<file path="config.mk">
export PLATFORM = sky130hd
export DESIGN_NAME = serial_adder
export DESIGN_NICKNAME = d
export VERILOG_FILES = /design/src/rtl/serial_adder_pkg.sv /design/src/rtl/serial_adder_fadd.sv /design/src/rtl/serial_adder.sv
export SDC_FILE = /design/constraint.sdc
export NUM_CORES = 1
export LEC_CHECK = 0
export CAP_MARGIN = 20
export CELL_PAD_IN_SITES_DETAIL_PLACEMENT = 1
export CELL_PAD_IN_SITES_GLOBAL_PLACEMENT = 2
export CORE_AREA = 3 3 74 76
export CTS_CLUSTER_SIZE = 16
export DETAILED_ROUTE_END_ITERATION = 10
export DIE_AREA = 0 0 77 79
export GPL_TIMING_DRIVEN = 0
export PLACE_DENSITY_LB_ADDON = 0.05
export SYNTH_ARGS = -nofsm -noshare
export SYNTH_HDL_FRONTEND = slang
export SYNTH_SLANG_ARGS = --single-unit
</file>
<file path="constraint.sdc">
create_clock -name clk -period 2.1 [get_ports clk]
set_input_delay 0.315 -clock clk [delete_from_list [all_inputs] [get_ports clk]]
set_output_delay 0.315 -clock clk [all_outputs]
set_load 0.005 [all_outputs]
</file>
<file path="src/rtl/serial_adder_pkg.sv">
// Shared definitions for the bit-serial adder: FSM state encodings.
package serial_adder_pkg;

    typedef logic [1:0] state_t;

    localparam state_t S_IDLE  = 2'd0;
    localparam state_t S_SHIFT = 2'd1;
    localparam state_t S_DONE  = 2'd2;
    // 2'd3 is unreachable; the next-state logic steers it back to S_IDLE.

endpackage

</file>
<file path="src/rtl/serial_adder_fadd.sv">
// Team 1-bit full adder cell; the serial adder reuses one instance every cycle.
module fadd (
    input  logic a,
    input  logic b,
    input  logic cin,
    output logic sum,
    output logic cout
);

    logic w_p;

    // Propagate term is shared between the sum and the carry.
    assign w_p  = a ^ b;
    assign sum  = w_p ^ cin;
    assign cout = (a & b) | (cin & w_p);

endmodule

</file>
<file path="src/rtl/serial_adder.sv">
// Bit-serial WIDTH-bit adder: one full-adder cell plus a registered carry,
// one bit per clock, LSB first. Result and carry-out are held in output
// registers that change only on the completion edge.
//
// Handshake: start is a request that is only looked at while idle (busy=0
// and done=0); a, b and cin are captured on that same edge and ignored
// otherwise. There is no back-pressure: done is a one-cycle strobe and
// sum/cout stay valid from that strobe until the next completion.
module serial_adder
    import serial_adder_pkg::*;
#(
    parameter int WIDTH = 8
) (
    input  logic             clk,
    input  logic             rst_n,
    input  logic             start,
    input  logic [WIDTH-1:0] a,
    input  logic [WIDTH-1:0] b,
    input  logic             cin,
    output logic             busy,
    output logic             done,
    output logic [WIDTH-1:0] sum,
    output logic             cout,
    output logic [1:0]       dbg_state
);

    localparam int            CW   = $clog2(WIDTH);
    localparam logic [CW-1:0] LAST = CW'(WIDTH - 1);

    state_t           r_state;
    state_t           w_next_state;
    logic [WIDTH-1:0] r_a_sh;
    logic [WIDTH-1:0] r_b_sh;
    logic [WIDTH-1:0] r_sum_sh;
    logic             r_carry;
    logic [CW-1:0]    r_cnt;
    logic [WIDTH-1:0] r_sum;
    logic             r_cout;
    logic             w_s;
    logic             w_c;
    logic             w_last;

    assign w_last    = (r_cnt == LAST);
    assign sum       = r_sum;
    assign cout      = r_cout;
    assign dbg_state = r_state;

    fadd u_fadd (
        .a    (r_a_sh[0]),
        .b    (r_b_sh[0]),
        .cin  (r_carry),
        .sum  (w_s),
        .cout (w_c)
    );

    // State register.
    always_ff @(posedge clk or negedge rst_n) begin
        if (!rst_n) begin
            r_state <= S_IDLE;
        end else begin
            r_state <= w_next_state;
        end
    end

    // Next-state decode; the unused encoding falls back to idle.
    always_comb begin
        w_next_state = S_IDLE;
        case (r_state)
            S_IDLE:  w_next_state = start ? S_SHIFT : S_IDLE;
            S_SHIFT: w_next_state = w_last ? S_DONE : S_SHIFT;
            S_DONE:  w_next_state = S_IDLE;
            default: w_next_state = S_IDLE;
        endcase
    end

    // Moore outputs decoded from the state; busy and done are exclusive.
    always_comb begin
        busy = 1'b0;
        done = 1'b0;
        case (r_state)
            S_SHIFT: busy = 1'b1;
            S_DONE:  done = 1'b1;
            default: ;
        endcase
    end

    // Datapath: capture operands when accepted, then shift one bit per clock.
    always_ff @(posedge clk or negedge rst_n) begin
        if (!rst_n) begin
            r_a_sh   <= '0;
            r_b_sh   <= '0;
            r_sum_sh <= '0;
            r_carry  <= 1'b0;
            r_cnt    <= '0;
            r_sum    <= '0;
            r_cout   <= 1'b0;
        end else begin
            case (r_state)
                S_IDLE: begin
                    if (start) begin
                        r_a_sh   <= a;
                        r_b_sh   <= b;
                        r_carry  <= cin;
                        r_cnt    <= '0;
                        r_sum_sh <= '0;
                    end
                end
                S_SHIFT: begin
                    r_sum_sh <= {w_s, r_sum_sh[WIDTH-1:1]};
                    r_a_sh   <= {1'b0, r_a_sh[WIDTH-1:1]};
                    r_b_sh   <= {1'b0, r_b_sh[WIDTH-1:1]};
                    r_carry  <= w_c;
                    r_cnt    <= r_cnt + 1'b1;
                    // Publish only on the final bit so no partial sum leaks out.
                    if (w_last) begin
                        r_sum  <= {w_s, r_sum_sh[WIDTH-1:1]};
                        r_cout <= w_c;
                    end
                end
                default: ;
            endcase
        end
    end

endmodule

</file>
== Yosys cells after proc, flatten, opt, wreduce, memory -nomap -nowiden ==
Index checks and enable logic that the tools add are counted.
Word-level totals
  logic and storage cells: 37
  flip-flop bits (word level): 39
  bits of input ports: 20
Operators by class
  reductions and logical operators: 4
  multiplexer cells: 15
  add/sub/neg operators: 1
  equality and inequality tests: 4
  bitwise logic cells: 5
Operators with widths (number)
  $pmux 8 s2: 3
  $mux 8: 3
  $pmux 3 s2: 1
  $mux 1: 4
  $pmux 2 s2: 1
  $reduce_and 2->1: 2
  $add 3x1->3 const B: 1
  $eq 3x3->1 const B: 1
  $mux 3: 1
  $and 1x1->1: 2
  $eq 2x1->1 const B: 1
  $eq 2x2->1 const B: 1
  $logic_not 2->1: 1
  $mux 2: 1
  $ne 2x2->1 const B: 1
  $pmux 1 s2: 1
  $reduce_bool 2->1: 1
  $xor 1x1->1: 2
  $or 1x1->1: 1

== Longest topological paths before layout ==
  depth after elaboration: 4
  depth in mapped cells: 5
  mapped depth without buffers: 4

== By module ==
From an unflattened synthesis, not the netlist that was laid out.
Unflattened totals
  cell total of the unflattened synthesis: 117
  area, all modules: 1686.6 um^2
Modules (own cells, without submodules)
  serial_adder: instances 1, area each 1666.6 um^2, cells an instance 116, sequential area each 950.9 um^2
  fadd: instances 1, area each 20.0 um^2, cells an instance 1, sequential area each 0.0 um^2

== Worst setup path after synthesis ==
No wires, ideal clock.
  path type: register to register
  start point: register r_cnt[0]
  end point: register r_cout (netlist: cout)
  setup time: 0.125 ns
  path slack: 0.626 ns
  required time: 1.975 ns
  arrival time: 1.350 ns
  stages on the path, launching flop included: 6
  cells stage by stage: dfrtp_1 > ha_1 > ha_1 > nand3b_1 > buf_2 > mux2_2
On the way
  word-level cells in the longest chain between the ends: 2
Ends and longest elaborated chain
  start: declaration: RTL line serial_adder.sv:36  | logic [CW-1:0] r_cnt;
  start signal: assignment: RTL line serial_adder.sv:113  | r_cnt <= r_cnt + 1'b1;
  $eq 3x3->1: RTL line serial_adder.sv:43  | assign w_last = (r_cnt == LAST);
  $reduce_and 2->1 (no source line)
  end signal: assignment: RTL line serial_adder.sv:117  | r_cout <= w_c;
  end: declaration: RTL line serial_adder.sv:38  | logic r_cout;
No other way between the ends.
A chain may end at the register's enable or synchronous reset.

== Final worst setup path ==
  start point: register r_state[1] (netlist: dbg_state[1])
  end point: output port busy
On the way
  word-level cells in the longest chain between the ends: 2
Ends and longest elaborated chain
  start: declaration: RTL line serial_adder.sv:30  | state_t r_state;
  start signal: assignment: RTL line serial_adder.sv:61  | r_state <= w_next_state;
  $eq 2x1->1: RTL line serial_adder.sv:80  | case (r_state)
  $mux 1: RTL line serial_adder.sv:80
  end: declaration: RTL line serial_adder.sv:20  | output logic busy,
No other way between the ends.

==> metrics.md <==
| Metric | Value |
|---|---|
| Port bufs | 32 |
| H-tree levels | 2 |
| R2R Setup Slk | 450 ps |
| CP cell instances | nand2b_1, buf_2, clkinv_4, clkdlybuf4s50_1 |
| Reg power frac | 44.3% |
| Post-synth EDFFs | 0 |
| Area of the multi-input gates | 671.9 sq um |
| Placed Instances | 216 |
| Fillcell total | 512 |
| Post-CTS Setup Repair Bufs | 0 |
| Clock Latency Late Sink | 290 ps |
| Pin count of the biggest net entering global routing | 39 |
| Sw frac | 31.78% |
| # IOs | 33 |
| Initial core utilization | 35.27% |
| Mapped Area | 0.001688 sq mm |
| Worst VDD drop | 0.3986 mV |
| Fraction of registers with async set/reset | 100.0% |
| Area leader, netlist | dfrtp_1 |
| ANT nets after route | 0 |
| Comb pwr share | 39.3% |
| Die height | 79 um |
| Worst Max-Slew Pin Slew | 843.2 ps |
| Top cells by area, synth | dfrtp_1 56%, o221a_2 10%, or4b_1 8.3%, mux2_2 6.0%, a22o_1 4.7% |
| Final hold vios | 0 |
| Root buf cell | clkbuf_8 |
| Total track usage | 13.54% |
| Post-synth cell types | 25 |
| WP data required | 1780 ps |
| Worst-path clk slew | 70 ps |
| Core Area | 0.004786 sq mm |
| Crit. End Element | primary output |
| # DRC | 0 |
| Critical path's slowest cell | clkdlybuf4s50_1 |
| Hold-fix buffers, CTS | 0 |
| Yosys warning total | 0 |
| RR Startpoint | r_cnt[0] |
| Crit path max fanout | 10 |
| Layout cells sized above 1 | 31.41% |
| Clock share of power | 16.4% |
| Post-synthesis sequential area ratio | 56.34% |
| Final WS setup | 108.8 ps |
| Startpoint types | flip-flop |
| Worst Hold Class | primary input to asynchronous set/reset pin |
| Slew Limit Headroom | 43.78% |
| CP bufs+invs | 3 |
| Vias post-DR | 1167 |
| Syn_nets | 140 |
| Post-layout min period | 1991 ps |
| Prevailing post-synth register cell | dfrtp_1 |
| Slew Limit Fails | 0 |
| Outcome | finished, final reports clean |
| Synth-to-Final Area Change | 28.76% |
| RSZ-0062 raised after global routing | false |
| Pint | 0.001985 W |
| Final setup viols | 0 |
| Crit Path Class | flip-flop to primary output |
| Psw | 0.0009250 W |
| Maximum clock path buffer count | 2 |
| Non-Filler Instances | 223 |
| Syn Inst Count | 117 |
| CP top delay family | buffers and inverters |
| Layout Nets | 179 |
| Drt pass-1 iters | 4 |
| CTS tree | yes |
| Initial DRC Count | 50 |
| Global placement routability congestion | 0.7260 |
| Initial antenna violation count | 0 |
| Final HPWL DP | 2660 um |
| Top-count cell post-synth | dfrtp_1 |
| Synth top area share | 56.34% |
| N_diodes | 0 |
| CTS sink count | 38 |
| Commonest cells in the netlist | 38 x dfrtp_1, 15 x o221a_2, 14 x or4b_1 |
| Row count | 25 |
| GRT overflow | 0 |
| WL/cell | 17.02 um |
| Max Freq | 0.5022 GHz |
| Post-Route WL | 3795 um |
| Leak | 0.9271 nW |
| Die Width | 77 um |
| R2r worst-path depth | 5 |
| Dpl ws | 180.5 ps |
| Die Area | 0.006083 sq mm |
| FF/Latch Area | 953.4 sq um |
| Yosys reg bits | 38 |
| Total power divided by cell area | 1339 mW/mm^2 |
| Critical path data arrival time | 1680 ps |
| First-pass GRT wire length | 6465 um |
| Number of global-route vias before repair | 1284 |
| Vias per inst | 5.233 |
| Max Cap Viol | 0 |
| Mean Syn Cell Area | 14.43 sq um |
| Tcrit/Tclk final | 94.82% |
| TritonCTS Buffers | 5 |
| RR Endpoint | sum[7] |
| Worst path max stage delay | 500 ps |
| Clock skew | 3.606 ps |
## worst max-delay path by stage
stage                             from   endpoint  slack (ps)  cells past startpoint
after floorplan               r_cnt[0]       cout         630                      5
after global placement           rst_n  r_a_sh[7]        -210                      1
after detailed placement         start  r_b_sh[4]         180                      4
after CTS                 dbg_state[1]       busy          30                      4
after global routing      dbg_state[1]       busy          20                      4
final                     dbg_state[1]       busy         110                      4
## power groups by stage
stage | logic (W) | registers, W | clock network [W]
6_report | 0.00114 | 0.00129 | 0.000478
5_1_grt | 0.00127 | 0.00134 | 0.000527
4_1_cts | 0.00117 | 0.00129 | 0.000495
3_5_place_dp | 0.00117 | 0.00130 | 0
3_3_place_gp | 0.00111 | 0.00129 | 0
2_1_floorplan | 0.000750 | 0.00124 | 0
## flip-flops by register name, summed over array words and instances, names as in the netlist
signal,count
r_carry,1
r_cnt,3
dbg_state,2
cout,1
r_b_sh,8
r_a_sh,8
sum,8
r_sum_sh,7
## kinds of logic (layout without fill, tap and decap cells)
kind of cell	Yosys count	count (layout)	synth area share, %
and+or+nand+nor	24	24	13.27
DFF	38	38	56.34
adders and majority gates	3	3	2.668
muxes	10	10	6.598
buffers and inverters	13	52	3.854
AOI/OAI and AO/OA	29	29	17.27
## stage by stage
step | power [W] | cell area (sq um) | TNS (ps) | util [%] | hold WS, ps
5_1_grt | 0.003137 | 2173 | 0 | 45.41 | 206.4
4_1_cts | 0.002957 | 2168 | 0 | 45.31 | 167.1
3_5_place_dp | 0.002463 | 2087 | 0 | 43.61 | 479.1
3_3_place_gp | 0.002398 | 2092 | -7965 | 43.71 | 485.5
2_1_floorplan | 0.001987 | 1688 | 0 | - | 19.41
6_report | 0.002910 | 2173 | 0 | 45.41 | 127.8
## routing by layer
layer	part of all wire, %	wire (um)	vias up	global-route usage (%)
met5	0	0	-	0
met4	1.3	51	0	5.872
met3	5.0	190	6	3.515
met2	50	1889	29	23.69
met1	44	1664	593	15.69
li1	-	-	539	-
## cells in the final DEF (no fill, tap or decap)
| master | count |
|---|---|
| dfrtp_1 | 36 |
| clkdlybuf4s50_1 | 31 |
| o221a_2 | 15 |
| or4b_1 | 14 |
| mux2_2 | 9 |
| a22o_1 | 9 |
| buf_2 | 5 |
| clkbuf_8 | 5 |
| clkbuf_2 | 3 |
| nand2b_1 | 2 |
| buf_4 | 2 |
| clkbuf_1 | 2 |
| and4bb_2 | 2 |
| nor3b_1 | 2 |
| a211o_1 | 2 |
| ha_1 | 2 |
| clkinv_2 | 2 |
| dfrtp_2 | 2 |
| clkinv_4 | 1 |
| nand3b_1 | 1 |
| inv_1 | 1 |
| or2b_1 | 1 |
| a21oi_1 | 1 |
| nor2b_1 | 1 |
| o21ba_2 | 1 |
| o21bai_2 | 1 |
| mux2i_1 | 1 |
| or4b_2 | 1 |
| fa_1 | 1 |
## cell type report
type | count | area share, %
Clock buffer | 5 | 3.166
Sequential cell | 38 | 43.87
Tap cell | 67 | 3.857
Inverter | 2 | 0.5757
Multi-Input combinational cell | 66 | 30.92
Clock inverter | 2 | 0.4606
Timing Repair Buffer | 32 | 14.51
Buffer | 11 | 2.648
## timing repair
item | CTS | global route
setup endpoints to repair | 1 | 1
pin swaps | 0 | 0
resized for setup | 1 | 3
Note: power is estimated with default switching activity, not from simulation.
